===== src/rtl/hamming_pkg.sv =====
// hamming_pkg: shared states, SECDED bit positions and default job addresses
package hamming_pkg;
   typedef enum logic [2:0] {IDLE, RD_LO, RD_HI, WR_LO, WR_HI, DONE} state_e;
   localparam int P16_POS = 0;
   localparam int P1_POS  = 1;
   localparam int P2_POS  = 2;
   localparam int P4_POS  = 4;
   localparam int P8_POS  = 8;
   localparam logic [7:0]  ENC_SRC_DEF  = 8'd0;
   localparam logic [7:0]  ENC_DST_DEF  = 8'd30;
   localparam logic [7:0]  DEC_SRC_DEF  = 8'd64;
   localparam logic [7:0]  DEC_DST_DEF  = 8'd94;
   localparam logic [15:0] DBL_ERR_WORD = 16'h8000;
endpackage


===== src/rtl/hamming_codec.sv =====
// hamming_codec: combinational SECDED(16,11) encoder and single-correct/double-detect decoder
module hamming_codec
   import hamming_pkg::*;
(
   input  logic        mode,
   input  logic [7:0]  lo,
   input  logic [7:0]  hi,
   output logic [15:0] result,
   output logic        single_err,
   output logic        double_err
);
   logic [11:1] d;
   logic [15:0] enc, word, corr;
   logic [3:0]  syn;
   logic        q;
   always_comb begin
      d = {hi[2:0], lo};
      enc = {d[11:5], 1'b0, d[4:2], 1'b0, d[1], 3'b000};
      enc[P8_POS] = ^d[11:5];
      enc[P4_POS] = (^d[11:8]) ^ (^d[4:2]);
      enc[P2_POS] = d[11] ^ d[10] ^ d[7] ^ d[6] ^ d[4] ^ d[3] ^ d[1];
      enc[P1_POS] = d[11] ^ d[9] ^ d[7] ^ d[5] ^ d[4] ^ d[2] ^ d[1];
      enc[P16_POS] = ^enc[15:1];
      word = {hi, lo};
      syn = '0;
      for (int k = 1; k < 16; k++) syn = syn ^ (word[k] ? 4'(k) : 4'd0);
      q = ^word;
      // a zero syndrome with odd parity points at the overall parity bit 0
      corr = word ^ (q ? (16'd1 << syn) : 16'd0);
      single_err = q;
      double_err = !q && syn != 4'd0;
      result = !mode ? enc : double_err ? DBL_ERR_WORD : {5'b0, corr[15:9], corr[7:5], corr[3]};
   end
endmodule


===== src/rtl/hamming_seq.sv =====
// hamming_seq: memory-to-memory SECDED encode/decode job sequencer
module hamming_seq
   import hamming_pkg::*;
#(
   parameter int         NUM_MSG = 15,
   parameter logic [7:0] ENC_SRC = ENC_SRC_DEF,
   parameter logic [7:0] ENC_DST = ENC_DST_DEF,
   parameter logic [7:0] DEC_SRC = DEC_SRC_DEF,
   parameter logic [7:0] DEC_DST = DEC_DST_DEF
) (
   input  logic       CLK,
   input  logic       Reset,
   input  logic       start,
   input  logic       mode,
   output logic       halt,
   output logic [7:0] mem_addr,
   output logic       mem_wr_en,
   output logic [7:0] mem_wr_data,
   input  logic [7:0] mem_rd_data,
   output logic [3:0] err1_cnt,
   output logic [3:0] err2_cnt
);
   state_e      state_q, state_d;
   logic [7:0]  idx_q, idx_d, lo_q, lo_d, hi_q, hi_d, off, rd_base, wr_base;
   logic        mode_q, mode_d, start_q, halt_q, halt_d, single_err, double_err, last;
   logic [3:0]  err1_q, err1_d, err2_q, err2_d;
   logic [15:0] result;

   hamming_codec u_codec (
      .mode(mode_q), .lo(lo_q), .hi(hi_q), .result(result),
      .single_err(single_err), .double_err(double_err)
   );

   assign off      = idx_q << 1;
   assign rd_base  = (mode_q ? DEC_SRC : ENC_SRC) + off;
   assign wr_base  = (mode_q ? DEC_DST : ENC_DST) + off;
   assign last     = idx_q == 8'(NUM_MSG - 1);
   assign halt     = halt_q;
   assign err1_cnt = err1_q;
   assign err2_cnt = err2_q;

   always_comb begin
      state_d = state_q;
      idx_d = idx_q;
      mode_d = mode_q;
      lo_d = lo_q;
      hi_d = hi_q;
      err1_d = err1_q;
      err2_d = err2_q;
      halt_d = 1'b0;
      mem_addr = 8'd0;
      mem_wr_en = 1'b0;
      mem_wr_data = 8'd0;
      case (state_q)
         IDLE: if (start_q && !start) begin
            state_d = RD_LO;
            mode_d = mode;
            idx_d = 8'd0;
            err1_d = mode ? 4'd0 : err1_q;
            err2_d = mode ? 4'd0 : err2_q;
         end
         RD_LO: begin
            mem_addr = rd_base;
            lo_d = mem_rd_data;
            state_d = RD_HI;
         end
         RD_HI: begin
            mem_addr = rd_base + 8'd1;
            hi_d = mem_rd_data;
            state_d = WR_LO;
         end
         WR_LO: begin
            mem_addr = wr_base;
            mem_wr_en = 1'b1;
            mem_wr_data = result[7:0];
            err1_d = (mode_q && single_err && err1_q != 4'hF) ? err1_q + 4'd1 : err1_q;
            err2_d = (mode_q && double_err && err2_q != 4'hF) ? err2_q + 4'd1 : err2_q;
            state_d = WR_HI;
         end
         WR_HI: begin
            mem_addr = wr_base + 8'd1;
            mem_wr_en = 1'b1;
            mem_wr_data = result[15:8];
            idx_d = last ? idx_q : idx_q + 8'd1;
            state_d = last ? DONE : RD_LO;
         end
         DONE: begin
            // halt is registered, so it rises one edge after DONE is entered
            halt_d = !(halt_q && start);
            state_d = (halt_q && start) ? IDLE : DONE;
         end
         default: state_d = IDLE;
      endcase
   end

   always_ff @(posedge CLK or negedge Reset) begin
      if (!Reset) begin
         state_q <= IDLE;
         idx_q <= 8'd0;
         mode_q <= 1'b0;
         lo_q <= 8'd0;
         hi_q <= 8'd0;
         start_q <= 1'b1;
         halt_q <= 1'b0;
         err1_q <= 4'd0;
         err2_q <= 4'd0;
      end else begin
         state_q <= state_d;
         idx_q <= idx_d;
         mode_q <= mode_d;
         lo_q <= lo_d;
         hi_q <= hi_d;
         start_q <= start;
         halt_q <= halt_d;
         err1_q <= err1_d;
         err2_q <= err2_d;
      end
   end
endmodule


===== config.mk =====
export PLATFORM = sky130hd
export DESIGN_NAME = hamming_seq
export DESIGN_NICKNAME = d
export VERILOG_FILES = /design/src/rtl/hamming_pkg.sv /design/src/rtl/hamming_codec.sv /design/src/rtl/hamming_seq.sv
export SDC_FILE = /design/constraint.sdc
export NUM_CORES = 1
export LEC_CHECK = 0
export ABC_CLOCK_PERIOD_IN_PS = 3560
export BUFFER_PORTS_ARGS = -buffer_cell sky130_fd_sc_hd__buf_2
export CAP_MARGIN = 5
export CORE_MARGIN = 4
export CORE_UTILIZATION = 35
export DETAILED_ROUTE_END_ITERATION = 8
export PLACE_DENSITY = 0.52
export SYNTH_ARGS = -nofsm -noshare
export SYNTH_HDL_FRONTEND = slang
export SYNTH_SLANG_ARGS = --single-unit

===== constraint.sdc =====
create_clock -name CLK -period 3.56 [get_ports CLK]
set_input_delay 1.068 -clock CLK [delete_from_list [all_inputs] [get_ports CLK]]
set_output_delay 1.068 -clock CLK [all_outputs]
set_load 0.005 [all_outputs]

# Word-level counts from Yosys, hierarchy flattened
# Index checks and enable logic that the tools add are counted.
# classes
n_addsub	7
n_mul	0
div	0
n_lt_le_gt_ge	0
eq_ne	13
n_shift	1
mux	37
bitwise_logic	28
reduce_logical	24
# op_table
op	count
$xor A4 B4 Y4	14
$mux W16	3
$mux W4	12
$pmux W8 S2	2
$pmux W8 S4	1
$add A8 B1 Y8 const B	3
$mux W3	7
$pmux W3 S6	1
$add A7 B8 Y8	2
$mux W8	2
$pmux W4 S2	2
$reduce_xor A16 Y1	1
$shl A1 B4 Y16 const A	1
$xor A16 B16 Y16	1
$reduce_xor A15 Y1	1
$mux W7	2
$xor A1 B1 Y1	13
$ne A2 B2 Y1 const B	5
$add A4 B1 Y4 const B	2
$eq A8 B4 Y1 const B	1
$ne A4 B4 Y1 const B	2
$reduce_and A4 Y1	2
$logic_and A1 B1 Y1	7
$reduce_xor A7 Y1	1
14 further kinds	22
# word_totals
reg_bits	38
latchBits	0
mem_bits_rw	0
romBits	0
memories	0

# Depth between registers and ports, before layout
# Gate-level depths: netlist (run 1).
# logic_depth
ltp_word	21
ltp_mapped	10

# By module
# From an unflattened synthesis (run 1), not the netlist that was laid out.
# hier_totals
hier_cells	327
hier_area_um2	3140.5
# modules_own_cells
mod	n_inst	cells_per_inst	area_per_inst_um2
hamming_seq	1	208	2130.8
hamming_codec	1	119	1009.7

# Least setup slack after synthesis (run 1)
# OpenSTA, ideal clock, no wires.
# synth_timing
path_kind	reg2out
start	register hi_q[1]
end	output port mem_wr_data[0]
t_arrival_ns	2.241
required_time_ns	2.492
setup_slack_ns	0.251
path_stages_with_launch	8
n_path_buf	1
path_cell_list	dfrtp_1 > buf_6 > xnor3_2 > xor2_1 > o21ai_0 > a41oi_4 > nand2_1 > a311o_1
# synth_via
elab_chain_len	14
word_cells_on_any_way	28
classes_between	shift: 1; mux: 5; bitwise: 15; reduce/logical: 7
# synth_lines
element	line_no	text
start: declaration	hamming_seq.sv:24	logic [7:0] idx_q, idx_d, lo_q, lo_d, hi_q, hi_d, off, rd_base, wr_base;
start signal: assignment	hamming_seq.sv:112	hi_q <= hi_d;
$mux W4	hamming_codec.sv:26	for (int k = 1; k < 16; k++) syn = syn ^ (word[k] ? 4'(k) : 4'd0);
$xor A4 B4 Y4 (7 in a row)	hamming_codec.sv:26	
$shl A1 B4 Y16	hamming_codec.sv:29	corr = word ^ (q ? (16'd1 << syn) : 16'd0);
$mux W16	hamming_codec.sv:29	
$xor A16 B16 Y16	hamming_codec.sv:29	
$mux W16	hamming_codec.sv:32	result = !mode ? enc : double_err ? DBL_ERR_WORD : {5'b0, corr[15:9], corr[7:5], corr[3]};
$mux W16 (*)	hamming_codec.sv:32	
$pmux W8 S2 (*)	hamming_seq.sv:54	case (state_q)
end: declaration	hamming_seq.sv:18	output logic [7:0] mem_wr_data,
# Every way passes the cells marked *; elsewhere a longest branch is shown, timed or not.

# Worst setup path after layout (run 1)
# Same ends and word-level chain as after synthesis.

==> results.toml, run 1 <==
[critical_path]
critPathCaptureType = "output pin"
crit_arrival_ns = 2.70
crit_type = "register to output pin"
critical_path_required_ns = 2.49
worst-path-max-fanout = 6
r2r.worst_path.cells = 9
startpoint_type = "register"

[min_path]
whs_path_depth = 1
hold_class = "register to register"

[cts]
clkSlewWorstSetupHoldPaths_ns = 0.08
total_cts_buffers = 5
cts_htree_levels = 2
cts_hold_buffers = 0
clock_sinks = 38
clockRootBuffer = "sky130_fd_sc_hd__clkbuf_8"
max-clock-path-buffers = 2
clock_tree_from_tritoncts = "built"
worstSkewPairLatency_ns = 0.29

[floorplanning]
chipHeight_um = 101
floorplan.io_pins = 38
floorplan.initialDensity = 0.365
dieWidth_um = 101
core_area_mm2 = 0.00834
std_cell_rows = 33
area_enclosed_by_the_die_boundary_mm2 = 0.0102

[sta]
finalHoldViolCount = 0
maxClockFrequency_mhz = 265
clock-skew-final_ns = 0.00738
number_of_max_slew_violations_in_the_final_report = 0
setup_repair_after_global_routing_missed_its_margin = "yes"
final.hold.worst_slack_ns = 0.498
slew_of_the_pin_with_the_lowest_slew_margin_ns = 0.884
timing.slew.headroom = 0.411
fin_crit_sh = 1.06
period_needed_ns = 3.77
timing.final.ws_setup_ns = -0.210
timing.final.setup_violations = 8

[yosys]
async_sr_flop_fraction = 1.00
synth_seq_area_share = 0.313
yosysUniqueCellTypes = 57
synthDominantCellAreaShare = 0.304
synthTopCellsByArea = "sky130_fd_sc_hd__dfrtp_1, sky130_fd_sc_hd__xor2_1, sky130_fd_sc_hd__xnor2_1, sky130_fd_sc_hd__mux2_2, sky130_fd_sc_hd__xnor2_2"
post_syn_instances = 320
synth.largest_area_cell = "sky130_fd_sc_hd__dfrtp_1"
number_of_synthesized_flops_with_an_enable_pin = 0
syn_nets = 339
syn_avg_cell_area_um2 = 9.51
synth_seq_cells = 38
combined_area_of_all_synthesized_cells_mm2 = 0.00304
ys_dominant_reg_cell = "sky130_fd_sc_hd__dfrtp_1"
yosys_warnings = 0

[grt]
grt_first_pass_wirelength_um = 13100
grt_overflow_total = 0
first_global_vias = 2520
pin_count_of_the_biggest_net_entering_global_routing = 39
grt.total_usage = 0.162
initial_antenna_violation_count = 0

[final_layout]
fraction_of_the_core_area_covered_by_cells_at_the_end_of_the_flow = 0.496
finish.net_count = 414
insertedDiodeCount = 0
commonest_cells_after_routing_fill_and_taps_aside = "sky130_fd_sc_hd__buf_4, sky130_fd_sc_hd__buf_2, sky130_fd_sc_hd__dfrtp_1"
layout_commonest_cell = "sky130_fd_sc_hd__buf_4"
share_of_final_layout_standard_cells_stronger_than_drive_strength_1 = 0.439
design_area_mm2 = 0.00414
seqCellArea_um2 = 961
area_of_combinational_cells_with_multiple_inputs_mm2 = 0.00233
n_fill_cell = 801
area_growth_syn_to_layout_pct = 36.1

[status]
status = "finished, violations left"
failed_checks = "setup timing"

[routing]
detail_route.vias_per_cell = 5.32
vias_after_detailed_routing = 2663
drt-wirelength-per-cell_um = 16.6
first_pass_iters = 4
final_routed_drc_violation_total = 0
route.antenna.remaining_nets = 0
route.final.wire_length_um = 8330
drc_violation_total_after_the_first_tritonroute_iteration = 155

[placed_design]
gp_routability_congestion = 0.865
detailedPlacementHpwl_um = 6200
postPlaceCellArea_mm2 = 0.00359
detailedPlace.worstSlack_ns = 0.0297
placement.io_buffers = 37

[run]
timing.max_cap.violations = 0
cell type report:
| type | instances | share of cell area |
|---|---|---|
| inverters | 10 | 0.00907 |
| clock inverters | 3 | 0.00967 |
| multi-input cells | 253 | 0.562 |
| flip-flops and latches | 38 | 0.232 |
| clock buffers | 5 | 0.0166 |
| well taps | 105 | 0.0317 |
| repair buffers | 87 | 0.138 |
cell usage after synthesis, types with 3 or more instances:
cell and count:
sky130_fd_sc_hd__clkbuf_1 12, sky130_fd_sc_hd__buf_2 3, sky130_fd_sc_hd__a21oi_1 8, sky130_fd_sc_hd__nor3_1 10, sky130_fd_sc_hd__ha_1 7, sky130_fd_sc_hd__nand2b_1 4
sky130_fd_sc_hd__or3_1 3, sky130_fd_sc_hd__nor4_1 4, sky130_fd_sc_hd__and3_1 4, sky130_fd_sc_hd__o21ai_0 19, sky130_fd_sc_hd__xor2_1 27, sky130_fd_sc_hd__nor2_1 21
sky130_fd_sc_hd__a22oi_1 7, sky130_fd_sc_hd__inv_1 10, sky130_fd_sc_hd__xnor2_2 7, sky130_fd_sc_hd__xnor2_1 21, sky130_fd_sc_hd__nand4_1 6, sky130_fd_sc_hd__nand2_1 23
sky130_fd_sc_hd__o22ai_1 11, sky130_fd_sc_hd__dfrtp_1 37, sky130_fd_sc_hd__nand3_1 8, sky130_fd_sc_hd__mux2i_1 7, sky130_fd_sc_hd__a31oi_1 4, sky130_fd_sc_hd__mux2_2 16
metal layers:
metal	part of all wire	track usage	vias up
met1	0.46	0.225	1300
met2	0.49	0.266	55
met4	0.012	0.0256	0
li1	-	-	1296
met5	0	0	-
met3	0.038	0.0310	12
cell families (layout without fill, tap and decap cells):
| kind of cell | after synthesis | in the layout | share of synthesized area |
|---|---|---|---|
| mux | 23 | 23 | 0.0823 |
| buf+inv | 29 | 105 | 0.0436 |
| compound gates | 69 | 69 | 0.155 |
| flops | 38 | 38 | 0.313 |
| xor+xnor | 61 | 61 | 0.223 |
| fa+ha+maj | 7 | 7 | 0.0288 |
| simple gates | 93 | 93 | 0.155 |
sequential cells by signal, summed over array words and instances, names as in the netlist:
register	count
err1_cnt	4
err2_cnt	4
halt	1
hi_q	8
idx_q	8
lo_q	8
mode_q	1
start_q	1
state_q	3
critical path: stages (launching register included):
cell and delay [ns]:
sky130_fd_sc_hd__dfrtp_1 0.35, sky130_fd_sc_hd__xnor3_2 0.54, sky130_fd_sc_hd__xnor2_4 0.22, sky130_fd_sc_hd__nor4_1 0.41
sky130_fd_sc_hd__o22ai_2 0.15, sky130_fd_sc_hd__xor2_1 0.18, sky130_fd_sc_hd__mux2i_1 0.09, sky130_fd_sc_hd__a311o_1 0.33
sky130_fd_sc_hd__buf_2 0.13
stage by stage:
| step | instances | TNS (ns) |
|---|---|---|
| detailed placement | 486 | 0 |
| global route | 501 | -1.81 |
| floorplan | 320 | 0 |
| CTS | 498 | -1.12 |
| global placement | 486 | 0 |
| finish | 501 | -1.02 |
worst paths after layout:
check	startpoint	endpoint	slack [ns]
min in group asynchronous	Reset	idx_q[0]	0.90
hold reg to reg	halt	state_q[0]	0.50
setup / recovery	hi_q[1]	mem_wr_data[0]	-0.21
setup reg to reg	idx_q[0]	idx_q[7]	0.99
hold / removal	halt	state_q[0]	0.50
max in group asynchronous	Reset	hi_q[5]	2.05
repair_timing:
action,in CTS,in global routing
gates resized for setup,29,32
setup buffers,4,3
endpoints found under the setup margin,8,12
pin swaps,10,12
Power of run 1 is left out: the tool's default activity adds up to more than one toggle a clock period on the data nets, which glitch-free logic cannot reach.
==> run 2: changes to the inputs <==
--- a/config.mk
+++ b/config.mk
@@ -8,10 +8,13 @@
 export ABC_CLOCK_PERIOD_IN_PS = 3560
 export BUFFER_PORTS_ARGS = -buffer_cell sky130_fd_sc_hd__buf_2
 export CAP_MARGIN = 5
+export CELL_PAD_IN_SITES_DETAIL_PLACEMENT = 0
+export CELL_PAD_IN_SITES_GLOBAL_PLACEMENT = 1
+export CORE_ASPECT_RATIO = 1.1
 export CORE_MARGIN = 4
 export CORE_UTILIZATION = 35
 export DETAILED_ROUTE_END_ITERATION = 8
-export PLACE_DENSITY = 0.52
+export PLACE_DENSITY = 0.64
 export SYNTH_ARGS = -nofsm -noshare
 export SYNTH_HDL_FRONTEND = slang
 export SYNTH_SLANG_ARGS = --single-unit
==> results.toml, run 2 (synthesis results as in run 1) <==
[final_layout]
share_of_final_layout_standard_cells_stronger_than_drive_strength_1 = 0.391
area_growth_syn_to_layout_pct = 30.8
biggestRegsByFlops = "hi_q: 8 flops, idx_q: 8 flops, lo_q: 8 flops"
design_area_mm2 = 0.00398
fraction_of_the_core_area_covered_by_cells_at_the_end_of_the_flow = 0.473
insertedDiodeCount = 0
layout_commonest_cell = "sky130_fd_sc_hd__buf_4"
commonest_cells_after_routing_fill_and_taps_aside = "sky130_fd_sc_hd__buf_4, sky130_fd_sc_hd__buf_2, sky130_fd_sc_hd__dfrtp_1"
finish.net_count = 404
stdcell_count = 497

[run]
timing.max_cap.violations = 0

[floorplanning]
floorplan.initialDensity = 0.362
area_enclosed_by_the_die_boundary_mm2 = 0.0102
floorplan.io_pins = 38
dieWidth_um = 96.9
core_area_mm2 = 0.00841
std_cell_rows = 35
chipHeight_um = 106

[status]
failed_checks = "setup timing"
status = "finished, violations left"

[min_path]
whs_endpoint = "state_q[0]"
hold_class = "register to register"
hold_path.startpoint = "halt"
whs_path_depth = 1

[routing]
drc_violation_total_after_the_first_tritonroute_iteration = 125
first_pass_iters = 4
final_routed_drc_violation_total = 0
drt-wirelength-per-cell_um = 16.9
route.final.wire_length_um = 8380
detail_route.vias_per_cell = 5.34
route.antenna.remaining_nets = 0
vias_after_detailed_routing = 2652

[critical_path]
crit_type = "register to output pin"
cp_slowest_cell = "sky130_fd_sc_hd__xor3_2"
critical_path_required_ns = 2.49
crit_path_cell_trace = "buf_4 -> xor3_2 -> xor2_4 -> nor3_4 -> o22ai_2 -> xor2_1 -> or3_1 -> o221ai_2 -> buf_2"
timing.rr.end = "idx_q[7]"
cpLargestDelayFamily = "XOR/XNOR gates"
ff2ff_setup_slack_ns = 0.90
combined_buffer_and_inverter_count_along_the_critical_path = 2
crit_arrival_ns = 2.72
worst-path-max-fanout = 7
timing.rr.start = "idx_q[0]"
worstSetupPathDepth = 9
critPathCaptureType = "output pin"
r2r.worst_path.cells = 10
cp_slowest_stage_delay_ns = 0.49
startpoint_type = "register"

[placed_design]
gp_routability_congestion = 0.809
detailedPlace.worstSlack_ns = 0.0725
postPlaceCellArea_mm2 = 0.00353
numPlacedInstances = 483
detailedPlacementHpwl_um = 6210
placement.io_buffers = 37

[sta]
slew_of_the_pin_with_the_lowest_slew_margin_ns = 0.888
timing.slew.headroom = 0.408
finalHoldViolCount = 0
clock-skew-final_ns = 0.00271
number_of_max_slew_violations_in_the_final_report = 0
fin_crit_sh = 1.06
maxClockFrequency_mhz = 264
setup_repair_after_global_routing_missed_its_margin = "yes"
timing.final.setup_violations = 8
timing.final.ws_setup_ns = -0.231
period_needed_ns = 3.79

[cts]
total_cts_buffers = 5
worstSkewPairLatency_ns = 0.29
clkSlewWorstSetupHoldPaths_ns = 0.07
clockRootBuffer = "sky130_fd_sc_hd__clkbuf_8"
clock_sinks = 38
clock_tree_from_tritoncts = "built"
max-clock-path-buffers = 2
cts_htree_levels = 2
cts_hold_buffers = 0

[grt]
grt_overflow_total = 0
pin_count_of_the_biggest_net_entering_global_routing = 39
grt_first_pass_wirelength_um = 13600
grt.total_usage = 0.165
first_global_vias = 2680
initial_antenna_violation_count = 0
-- run 2: cell types whose count changed in the layout (fill, tap and decap cells not counted), moves of 3 or more --
| cell | previous run | this run |
|---|---|---|
| sky130_fd_sc_hd__dfrtp_1 | 30 | 33 |
| sky130_fd_sc_hd__xnor2_2 | 6 | 9 |
| sky130_fd_sc_hd__o22ai_1 | 6 | 10 |
| sky130_fd_sc_hd__o22ai_2 | 4 | 1 |
| sky130_fd_sc_hd__dfrtp_2 | 7 | 4 |
| sky130_fd_sc_hd__buf_4 | 49 | 39 |
| sky130_fd_sc_hd__clkbuf_1 | 0 | 3 |
-- run 2: routing by layer --
metal / global-route usage / vias to the layer above / share of wire
li1: - / 1274 / -
met1: 0.205 / 1303 / 0.43
met2: 0.288 / 62 / 0.51
met3: 0.0291 / 13 / 0.038
met4: 0.0532 / 0 / 0.020
met5: 0 / - / 0
-- run 2: area by class of cell --
| cell class | count | area [um2] |
|---|---|---|
| clock buffer | 8 | 80.1 |
| fill | 832 | 4430 |
| inverter | 10 | 37.5 |
| multi-input combinational | 253 | 2280 |
| sequential | 38 | 957 |
| tap | 111 | 139 |
| timing repair buffer | 77 | 489 |
-- run 2: repair_timing --
action,in CTS,in global routing
buffers inserted,5,1
setup endpoints to repair,8,9
pin swaps,15,9
resized for setup,33,19
-- run 2: worst reg2reg max path, stage by stage, from the launching register on --
cell and delay (ns):
sky130_fd_sc_hd__dfrtp_1 0.44, sky130_fd_sc_hd__inv_1 0.15, sky130_fd_sc_hd__ha_1 0.17, sky130_fd_sc_hd__or4b_2 0.59, sky130_fd_sc_hd__nor3_1 0.34, sky130_fd_sc_hd__a2111oi_2 0.14
sky130_fd_sc_hd__buf_4 0.18, sky130_fd_sc_hd__and4_1 0.24, sky130_fd_sc_hd__nand3_1 0.11, sky130_fd_sc_hd__xor2_1 0.16, sky130_fd_sc_hd__nor2_1 0.05
-- run 2: worst max-delay path by stage --
| stage | slack (ns) | to | from |
|---|---|---|---|
| after global placement | 0.04 | mem_wr_data[7] | lo_q[5] |
| after global routing | -0.34 | mem_wr_data[1] | hi_q[1] |
| after CTS | -0.17 | mem_wr_data[7] | hi_q[5] |
| after detailed placement | 0.07 | mem_wr_data[0] | hi_q[1] |
| after floorplan | 0.25 | mem_wr_data[0] | hi_q[1] |
| final | -0.23 | mem_wr_data[1] | hi_q[1] |
-- run 2: per-stage QoR --
stage               setup TNS (ns)  hold slack, ns
floorplan                        0           0.478
finish                       -1.11           0.487
CTS                         -0.763           0.488
detailed placement               0           0.477
global placement                 0           0.465
global route                 -2.06           0.526
Power of run 2 is left out for the same reason.
==> run 3: changes to the inputs <==
--- a/config.mk
+++ b/config.mk
@@ -5,7 +5,7 @@
 export SDC_FILE = /design/constraint.sdc
 export NUM_CORES = 1
 export LEC_CHECK = 0
-export ABC_CLOCK_PERIOD_IN_PS = 3560
+export ABC_CLOCK_PERIOD_IN_PS = 3630
 export BUFFER_PORTS_ARGS = -buffer_cell sky130_fd_sc_hd__buf_2
 export CAP_MARGIN = 5
 export CELL_PAD_IN_SITES_DETAIL_PLACEMENT = 0
@@ -17,4 +17,5 @@
 export PLACE_DENSITY = 0.64
 export SYNTH_ARGS = -nofsm -noshare
 export SYNTH_HDL_FRONTEND = slang
+export SYNTH_HIERARCHICAL = 1
 export SYNTH_SLANG_ARGS = --single-unit
==> constraint.sdc (replaced) <==
create_clock -name CLK -period 3.63 [get_ports CLK]
set_input_delay 1.089 -clock CLK [delete_from_list [all_inputs] [get_ports CLK]]
set_output_delay 1.089 -clock CLK [all_outputs]
set_load 0.005 [all_outputs]
==> results.toml, run 3 <==
[status]
status = "finished, violations left"
failed_checks = "setup timing"

[floorplanning]
floorplan.io_pins = 38
floorplan.initialDensity = 0.366
chipHeight_um = 107
area_enclosed_by_the_die_boundary_mm2 = 0.0106
core_area_mm2 = 0.00858
dieWidth_um = 98.3
std_cell_rows = 35

[routing]
route.final.wire_length_um = 9040
route.antenna.remaining_nets = 0
drt-wirelength-per-cell_um = 17.8
first_pass_iters = 4
drc_violation_total_after_the_first_tritonroute_iteration = 125
final_routed_drc_violation_total = 0
detail_route.vias_per_cell = 5.58
vias_after_detailed_routing = 2842

[yosys]
synthDominantCellAreaShare = 0.295
yosys_warnings = 6
post-synth-top-count-cell = "sky130_fd_sc_hd__dfrtp_1"
yosysUniqueCellTypes = 57
post_syn_instances = 327
synth_top_cells_by_count = "sky130_fd_sc_hd__dfrtp_1, sky130_fd_sc_hd__xnor2_1, sky130_fd_sc_hd__nand2_1"
synth.largest_area_cell = "sky130_fd_sc_hd__dfrtp_1"
combined_area_of_all_synthesized_cells_mm2 = 0.00314
ys_dominant_reg_cell = "sky130_fd_sc_hd__dfrtp_1"
number_of_synthesized_flops_with_an_enable_pin = 0
synth_seq_cells = 38
synthTopCellsByArea = "sky130_fd_sc_hd__dfrtp_1, sky130_fd_sc_hd__xnor2_1, sky130_fd_sc_hd__mux2_2, sky130_fd_sc_hd__xor2_1, sky130_fd_sc_hd__o22ai_1"
syn_avg_cell_area_um2 = 9.60
async_sr_flop_fraction = 1.00
syn_nets = 346
synth_seq_area_share = 0.303

[grt]
first_global_vias = 2857
grt.total_usage = 0.167
initial_antenna_violation_count = 0
grt_overflow_total = 0
pin_count_of_the_biggest_net_entering_global_routing = 39
grt_first_pass_wirelength_um = 14300

[critical_path]
cp_slowest_stage_delay_ns = 0.49
timing.critical_path.mode_cell = "sky130_fd_sc_hd__buf_6"
worst-path-max-fanout = 4
crit_path_cell_trace = "buf_6 -> xor3_2 -> xnor2_4 -> nand3_2 -> o211ai_1 -> nand4bb_2 -> buf_6 -> o21a_1 -> a22o_1 -> buf_2"
critPathCaptureType = "output pin"
critical_path_required_ns = 2.54
crit_type = "register to output pin"
crit_arrival_ns = 2.75
startpoint_type = "register"
cp_slowest_cell = "sky130_fd_sc_hd__xor3_2"
combined_buffer_and_inverter_count_along_the_critical_path = 3
cpLargestDelayFamily = "XOR/XNOR gates"

[sta]
fin_crit_sh = 1.06
number_of_max_slew_violations_in_the_final_report = 0
final.setup.tns_ns = -1.29
setup_repair_after_global_routing_missed_its_margin = "yes"
timing.final.ws_setup_ns = -0.209
timing.slew.headroom = 0.306
slew_of_the_pin_with_the_lowest_slew_margin_ns = 1.03
maxClockFrequency_mhz = 261
finalHoldViolCount = 0
period_needed_ns = 3.84
timing.final.setup_violations = 8
clock-skew-final_ns = 0.00901

[placed_design]
detailedPlacementHpwl_um = 6300
placement.io_buffers = 37
gp_routability_congestion = 0.853

[final_layout]
layout_commonest_cell = "sky130_fd_sc_hd__buf_4"
biggestRegsByFlops = "hi_q: 8 flops, idx_q: 8 flops, lo_q: 8 flops"
commonest_cells_after_routing_fill_and_taps_aside = "sky130_fd_sc_hd__buf_4, sky130_fd_sc_hd__buf_2, sky130_fd_sc_hd__dfrtp_1"
share_of_final_layout_standard_cells_stronger_than_drive_strength_1 = 0.440
insertedDiodeCount = 0
seqCellArea_um2 = 962
area_of_combinational_cells_with_multiple_inputs_mm2 = 0.00244
area_growth_syn_to_layout_pct = 33.9
finish.net_count = 416
n_fill_cell = 813

[cts]
clkSlewWorstSetupHoldPaths_ns = 0.08
total_cts_buffers = 5
clockRootBuffer = "sky130_fd_sc_hd__clkbuf_8"
cts_htree_levels = 2
worstSkewPairLatency_ns = 0.29
clock_sinks = 38
clock_tree_from_tritoncts = "built"
max-clock-path-buffers = 2

[min_path]
hold_class = "register to register"

[run]
timing.max_cap.violations = 0
[run 3: changes by cell type after synthesis, moves of 6 or more]
cell,previous run,this run
sky130_fd_sc_hd__xnor2_1,21,33
sky130_fd_sc_hd__nor2_1,21,10
sky130_fd_sc_hd__o21ai_0,19,7
sky130_fd_sc_hd__a22oi_1,7,0
sky130_fd_sc_hd__xnor2_2,7,1
sky130_fd_sc_hd__nor2b_1,1,7
sky130_fd_sc_hd__xor2_1,27,18
sky130_fd_sc_hd__a22o_1,0,9
[run 3: timing repair]
action                                  in CTS  in global routing
gates cloned                                 1                  0
hold endpoints to repair                     0                  0
gates resized for setup                     39                 26
endpoints found under the setup margin       8                  8
pin swaps                                   13                 17
hold buffers                                 0                  0
setup buffers                               11                  7
[run 3: logic make-up (layout without fill, tap and decap cells)]
| logic type | after synthesis | in the layout | synth area share |
|---|---|---|---|
| AO/OA/AOI/OAI | 69 | 69 | 0.159 |
| flip-flops | 38 | 38 | 0.303 |
| multiplexers | 23 | 23 | 0.0797 |
| AND/OR/NAND/NOR | 102 | 102 | 0.194 |
| adder cells (fa/ha/maj) | 7 | 7 | 0.0279 |
| buffers and inverters | 29 | 100 | 0.0450 |
| XOR/XNOR | 59 | 59 | 0.191 |
[run 3: worst paths after layout]
kind	cells past startpoint	end	start	slack, ns
max	10	mem_wr_data[7]	hi_q[2]	-0.21
min	1	err2_cnt[3]	err2_cnt[3]	0.50
max reg2reg	9	err2_cnt[3]	hi_q[2]	1.20
min reg2reg	1	err2_cnt[3]	err2_cnt[3]	0.50
max in group asynchronous	1	lo_q[1]	Reset	2.13
min in group asynchronous	1	hi_q[4]	Reset	0.91
[run 3: area by class of cell]
class                           count  share of cell area
Clock buffer                        6              0.0173
Clock inverter                      2             0.00327
Inverter                           10             0.00892
Multi-Input combinational cell    260               0.581
Sequential cell                    38               0.229
Tap cell                          111              0.0330
Timing Repair Buffer               82               0.128
[run 3: layer usage]
layer,share of wire,wire (um),GRT usage
met4,0.021,187,0.0634
met5,0,0,0
met3,0.052,469,0.0298
met1,0.44,4010,0.217
met2,0.48,4380,0.278
[run 3: metrics by stage]
stage / util / hold slack (ns) / worst slack, ns / cells / cell area (um2)
CTS: 0.462 / 0.507 / -0.0856 / 502 / 3970
global route: 0.490 / 0.536 / -0.283 / 509 / 4210
detailed placement: 0.414 / 0.495 / -0.0366 / 482 / 3560
floorplan: - / 0.475 / 0.359 / 327 / 3140
global placement: 0.414 / 0.498 / -0.0840 / 482 / 3560
finish: 0.490 / 0.501 / -0.209 / 509 / 4210
Power of run 3 is left out for the same reason.
